--- config.mk ---
export PLATFORM = sky130hd
export DESIGN_NAME = bcd_tx_sequencer
export DESIGN_NICKNAME = d
export VERILOG_FILES = /design/src/rtl/bcd_tx_sequencer.sv
export SDC_FILE = /design/constraint.sdc
export NUM_CORES = 1
export LEC_CHECK = 0
export CELL_PAD_IN_SITES_DETAIL_PLACEMENT = 1
export CELL_PAD_IN_SITES_GLOBAL_PLACEMENT = 2
export CORE_UTILIZATION = 28
export DETAILED_ROUTE_END_ITERATION = 8
export HOLD_SLACK_MARGIN = 0.15
export PLACE_DENSITY_LB_ADDON = 0.1
export SLEW_MARGIN = 20
export SYNTH_ARGS = -nofsm -noshare
export SYNTH_HDL_FRONTEND = slang
export SYNTH_SLANG_ARGS = --single-unit
--- constraint.sdc ---
create_clock -name clk -period 2.08 [get_ports clk]
set_input_delay 0.624 -clock clk [delete_from_list [all_inputs] [get_ports clk]]
set_output_delay 0.624 -clock clk [all_outputs]
set_load 0.02 [all_outputs]
--- src/rtl/bcd_tx_sequencer.sv ---
// Sends a packed BCD value as ASCII digits, optionally followed by CR/LF,
// over a valid/ready byte interface to a UART transmitter.
module bcd_tx_sequencer #(
    parameter int NDIGITS     = 4,
    parameter int SEND_CRLF   = 1,
    parameter int SUPPRESS_LZ = 0
) (
    input  logic                   clk,
    input  logic                   rst,
    input  logic                   start,
    input  logic [4*NDIGITS-1:0]   value,
    output logic [7:0]             tx_data,
    output logic                   tx_valid,
    input  logic                   tx_ready,
    output logic                   busy,
    output logic                   done
);
    // state | meaning
    // IDLE  | waiting for start
    // SEND  | presenting top nibble of shift register (or skipping a leading zero)
    // CR    | presenting 8'h0D
    // LF    | presenting 8'h0A
    // DONE  | one-cycle done pulse
    localparam int         W        = 4 * NDIGITS;
    localparam logic [2:0] CNT_INIT = 3'(NDIGITS - 1);

    typedef enum logic [2:0] {IDLE, SEND, CR, LF, DONE} state_t;

    state_t         state;
    logic [W-1:0]   shreg;
    logic [2:0]     cnt;
    logic           seen_nz;
    logic [W-1:0]   shifted;
    logic [2:0]     cnt_dec;

    function automatic logic [7:0] to_ascii(input logic [3:0] nib);
        return (nib <= 4'd9) ? (8'h30 | {4'h0, nib}) : 8'h23;
    endfunction

    function automatic logic is_skip(input logic [W-1:0] sr, input logic [2:0] c,
                                     input logic seen);
        return (SUPPRESS_LZ != 0) && !seen && (c != 3'd0) && (sr[W-1 -: 4] == 4'd0);
    endfunction

    assign shifted = shreg << 4;
    assign cnt_dec = cnt - 3'd1;
    assign busy    = (state != IDLE);

    // Outputs are computed one cycle ahead so tx_valid/tx_data are plain flops.
    // In SEND, tx_valid=0 marks a leading-zero skip cycle.
    always_ff @(posedge clk) begin
        if (rst) begin
            state    <= IDLE;
            shreg    <= '0;
            cnt      <= 3'd0;
            seen_nz  <= 1'b0;
            tx_valid <= 1'b0;
            tx_data  <= 8'h00;
            done     <= 1'b0;
        end else begin
            done <= 1'b0;
            case (state)
                IDLE: begin
                    if (start) begin
                        state    <= SEND;
                        shreg    <= value;
                        cnt      <= CNT_INIT;
                        seen_nz  <= 1'b0;
                        tx_valid <= !is_skip(value, CNT_INIT, 1'b0);
                        tx_data  <= to_ascii(value[W-1 -: 4]);
                    end
                end
                SEND: begin
                    if (!tx_valid) begin
                        shreg    <= shifted;
                        cnt      <= cnt_dec;
                        tx_valid <= !is_skip(shifted, cnt_dec, seen_nz);
                        tx_data  <= to_ascii(shifted[W-1 -: 4]);
                    end else if (tx_ready) begin
                        // Any digit actually sent ends the leading-zero run.
                        seen_nz <= 1'b1;
                        shreg   <= shifted;
                        if (cnt == 3'd0) begin
                            if (SEND_CRLF != 0) begin
                                state    <= CR;
                                tx_valid <= 1'b1;
                                tx_data  <= 8'h0D;
                            end else begin
                                state    <= DONE;
                                tx_valid <= 1'b0;
                                tx_data  <= 8'h00;
                                done     <= 1'b1;
                            end
                        end else begin
                            cnt      <= cnt_dec;
                            tx_valid <= 1'b1;
                            tx_data  <= to_ascii(shifted[W-1 -: 4]);
                        end
                    end
                end
                CR: begin
                    if (tx_ready) begin
                        state   <= LF;
                        tx_data <= 8'h0A;
                    end
                end
                LF: begin
                    if (tx_ready) begin
                        state    <= DONE;
                        tx_valid <= 1'b0;
                        tx_data  <= 8'h00;
                        done     <= 1'b1;
                    end
                end
                DONE: begin
                    state <= IDLE;
                end
                default: begin
                    state    <= IDLE;
                    tx_valid <= 1'b0;
                    tx_data  <= 8'h00;
                end
            endcase
        end
    end
endmodule

### Yosys cells after proc, flatten, opt, wreduce, memory -nomap -nowiden

Cells that the tools add are included.

* add/subtract/negate cells: 1
* eq/ne operators: 12
* multipliers: 0
* bitwise gates (word level): 3
* reduce and logical (&&, ||, !) cells: 11
* shift-type cells: 0
* mux-type cells: 29
* $lt $le $gt $ge: 2
* divide/modulo/power cells: 0

Operators with widths (count)
* $mux 8: 5
* $pmux 8 s5: 1
* $mux 12: 3
* $mux 3: 10
* $pmux 12 s2: 1
* $ne 2x2->1 const B: 6
* $pmux 3 s4: 1
* $mux 5: 2
* $le 4x4->1 const B: 2
* $eq 3x2->1 const B: 2
* $logic_not 3->1: 2
* $mux 6: 1
* $ne 3x3->1 const B: 2
* $pmux 3 s2: 1
* $reduce_and 3->1: 2
* $reduce_and 6->1: 1
* $reduce_and 5->1: 1
* $pmux 1 s4: 1
* $reduce_and 4->1: 1
* $reduce_or 2->1: 2
* $eq 3x1->1 const B: 1
* $eq 3x3->1 const B: 1
* $mux 1: 3
* $not 1->1: 3
* other kinds (3): 3

* flip-flop bits (word level): 28
* bits in latches: 0
* memories kept: 0
* logic and storage cells: 64
* input port bits: 20
* RAM bits: 0
* output and inout bits: 11
* ROM bits: 0

### Depth between registers and ports, before layout

* word-level depth: 6
* gate-level depth with buffers: 6
* mapped depth without buffers: 6

### Least setup slack after synthesis

Ideal clock, no wire load.

* path type: input to register
* start: input port tx_ready
* end: register shreg[10]
* required time: 1989 ps
* stages: 5
* arrival time: 1544 ps
* slack: 445 ps
* path buffers: 1
* path through: nor2b_1 a2111oi_4 buf_4 nor2_1 a311oi_1

* longest elaborated chain between the ends: 2

Ends and longest elaborated chain
* from (decl): line 14 `input logic tx_ready,`
* $ne 3x3->1 (no source line)
* $reduce_and 3->1 (no source line)
* to (signal assigned): line 66 `shreg <= value;`
* to (signal assigned): line 75 `shreg <= shifted;`
* to (signal assigned): line 82 `shreg <= shifted;`
* to (decl): line 30 `logic [W-1:0] shreg;`

No other way between the ends.
A chain may end at the register's enable or synchronous reset.

### Worst setup path after layout

* start: register tx_valid
* end: output port tx_valid

RTL lines
* from (decl): line 13 `output logic tx_valid,`
* from (signal assigned): line 69 `tx_valid <= !is_skip(value, CNT_INIT, 1'b0);`
* from (signal assigned): line 77 `tx_valid <= !is_skip(shifted, cnt_dec, seen_nz);`

No word-level cell between the ends.

==> results.md <==
- Status: finished, violations left
- Failing checks: design-rule violations
- Routed wire length: 3550 µm
- Part of the power in combinational logic: 25.8%
- Top post-synthesis cells by area: dfxtp_1 (39%), nand2_1 (5.9%), a21oi_1 (5.2%)
- Fmax: around 0.5 GHz
- CP Launch Type: flip-flop
- Synth Register Bits: 26
- Global route overflow: 0
- Main synth FF type: dfxtp_1
- Static Leakage: 0.000701 µW
- Kind of critical path: flip-flop to primary output
- Avg Synthesized Cell Area: 8.21 µm²
- Crit Path Max Fanout: 7
- Final #Nets: ~220
- Die Ht: 71.1 µm
- Die W: 71.1 µm
- CP Buf/Inv Count: 1
- Drt first-iter violations: 72
- Max Slew Vio Count: 0
- Initial Utilization: 29.9%
- Sw Ratio: about 28%
- Clock Tree Buf Depth: 2
- Ys Warns: 0
- Cells after synthesis: 163
- Number of diodes: 0
- Fraction of registers with async set/reset: 0%
- Row count: 24
- TritonCTS clock tree: done
- Power per Cell Area: approximately 760 mW/mm²
- Final setup TNS: 0 ns
- Largest net degree at the start of global routing: 25
- TritonRoute pass-1 iters: 6
- Pwr Total: 1350 µW
- Worst Skew: 0.00470 ns
- Area added between synthesis and finish: 33.8%
- Post-synth EDFFs: 0
- # Max-Cap Violations: 0
- H-tree depth: 1
- Top cell type's share of synthesized area: 38.9%
- Total number of vias: 1270
- Critical-path cell list: clkdlybuf4s50_1
- Area leader, netlist: dfxtp_1
- Clock-pin slew on the worst setup and hold paths: ~0.10 ns
- Sequential share of power: 42.5%
- Clk sinks: 26
- Core area: 0.00447 mm²
- Internal: 972 µW
- Final cycle utilization of the critical path: 96.0%
- Crit end category: primary output
- Psw: 381 µW
- Post-detail-place hpwl: 2650 µm
- Type of the most critical hold path: flip-flop to flip-flop
- Setup bufs post-CTS: 0
- Clk_lat worst skew: 0.27 ns
- Tmin final: about 2 ns
- Port bufs: 28
- Final Worst Setup Slack: 0.0839 ns
- CP required: 1.46 ns
- First-pass GRT wire length: 6310 µm
- Total track usage: 15.7%
- Number of antenna violations at the first check in global routing: 0
- Synth cell types: 36
- Max incr delay on CP: about 0.65 ns
- Seq/Total Area, Yosys: 38.9%
- Final hold vios: 0
- CTS buffer count: 3
- RSZ-0062 raised after global routing: no
- Most common cell after layout, fill and taps aside: clkdlybuf4s50_1
- Share of cells above drive strength 1: ~10%
- Synthesized area: 0.00134 mm²
- Most frequent cells in the layout: clkdlybuf4s50_1 (27), dfxtp_1 (26), nand2_1 (21), nor2_1 (16), a21oi_1 (14)
- Die area: 0.00506 mm²
- Pre-CTS setup slack: -0.0960 ns
- DR vias/cell: 5.14
- # DRC: 1
- Worst Path Arrival: 1.37 ns
- IO Pins: 31
- Clk network pwr share: a little under a third
- Top delay family on crit path: buffers and inverters
- Post-DRT Antenna Nets: 0
- Wirelength per Cell: between 10 and 15 µm
- Gpl congestion: 0.712
- Peak VDD IR: 0.274 mV
- Number of global-route vias before repair: 1297
- Root buffer cell: clkbuf_8
- Final setup violation count: 0
- Slowest cell on crit path: clkdlybuf4s50_1
- Util after Layout: between 30% and 40%
final cells by class:
type / instances / area (µm²)
Fill cell: 550 / 2690
Clock inverter: 1 / 30.0
Tap cell: 52 / 65.1
Clock buffer: 3 / 41.3
Inverter: 6 / 22.5
Multi-Input combinational cell: 119 / 728
Timing Repair Buffer: 40 / 382
Sequential cell: 26 / 520
cells by family after synthesis:
group                    synth area share [%]
other                                   0.280
multiplexers                            0.842
flip-flops                               38.9
adder cells (fa/ha/maj)                  1.87
AND/OR/NAND/NOR                          24.7
AO/OA/AOI/OAI                            26.5
buffers and inverters                    6.92
stage by stage:
stage	instances	cell area (µm²)	hold WS, ns
after floorplan	164	1340	0.446
after global placement	243	1720	0.446
after detailed placement	243	1720	0.449
after CTS	247	1790	0.464
after global routing	247	1790	0.499
final	247	1790	0.460
tightest hold or removal path, delay by kind of cell (launching register included):
family / cells / cell delay, ns
AO/OA/AOI/OAI: 1 / 0.05
flip-flops: 1 / 0.32
AND/OR/NAND/NOR: 1 / 0.05
routing by layer:
metal	wire length [µm]	vias up	global-route usage, %
met2	1650	24	26.4
met3	134	2	2.28
met4	25	0	4.00
li1	-	644	-
met1	1750	600	21.1
met5	0	-	0
power groups by stage:
stage	logic (µW)	clock network, µW	registers (µW)
after CTS	356	447	575
after global placement	346	0	584
after global routing	389	466	582
after detailed placement	354	0	587
after floorplan	194	0	599
final	349	428	575
cell usage after synthesis, drive strengths merged, types with 2 or more instances:
cell,n
clkbuf,4
nor2,16
nand2b,6
nand2,21
a211oi,2
a22o,5
inv,6
nor2b,2
nand3,5
ha,2
a21o,2
buf,9
a211o,2
dfxtp,26
nand3b,3
a21oi,15
nor4b,2
o32ai,2
a311oi,8
o21ai,6
nor3,7
o21a,2
what timing repair did:
action	in CTS	in global routing
gates resized for setup	1	0
hold buffers	0	0
setup endpoints to repair	1	0
final timing paths:
kind	start	endpoint	slack, ns	cells past startpoint
hold / removal	tx_data[5]	tx_data[5]	0.46	2
hold reg to reg	tx_data[5]	tx_data[5]	0.46	2
setup / recovery	tx_valid	tx_valid	0.08	1
setup reg to reg	state[0]	tx_data[0]	0.33	5
registers in the layout (all words and copies together), names as in the netlist:
register  cells
cnt           3
done          1
tx_data       6
state         3
tx_valid      1
shreg        12
Power figures use the tool's default switching activity.
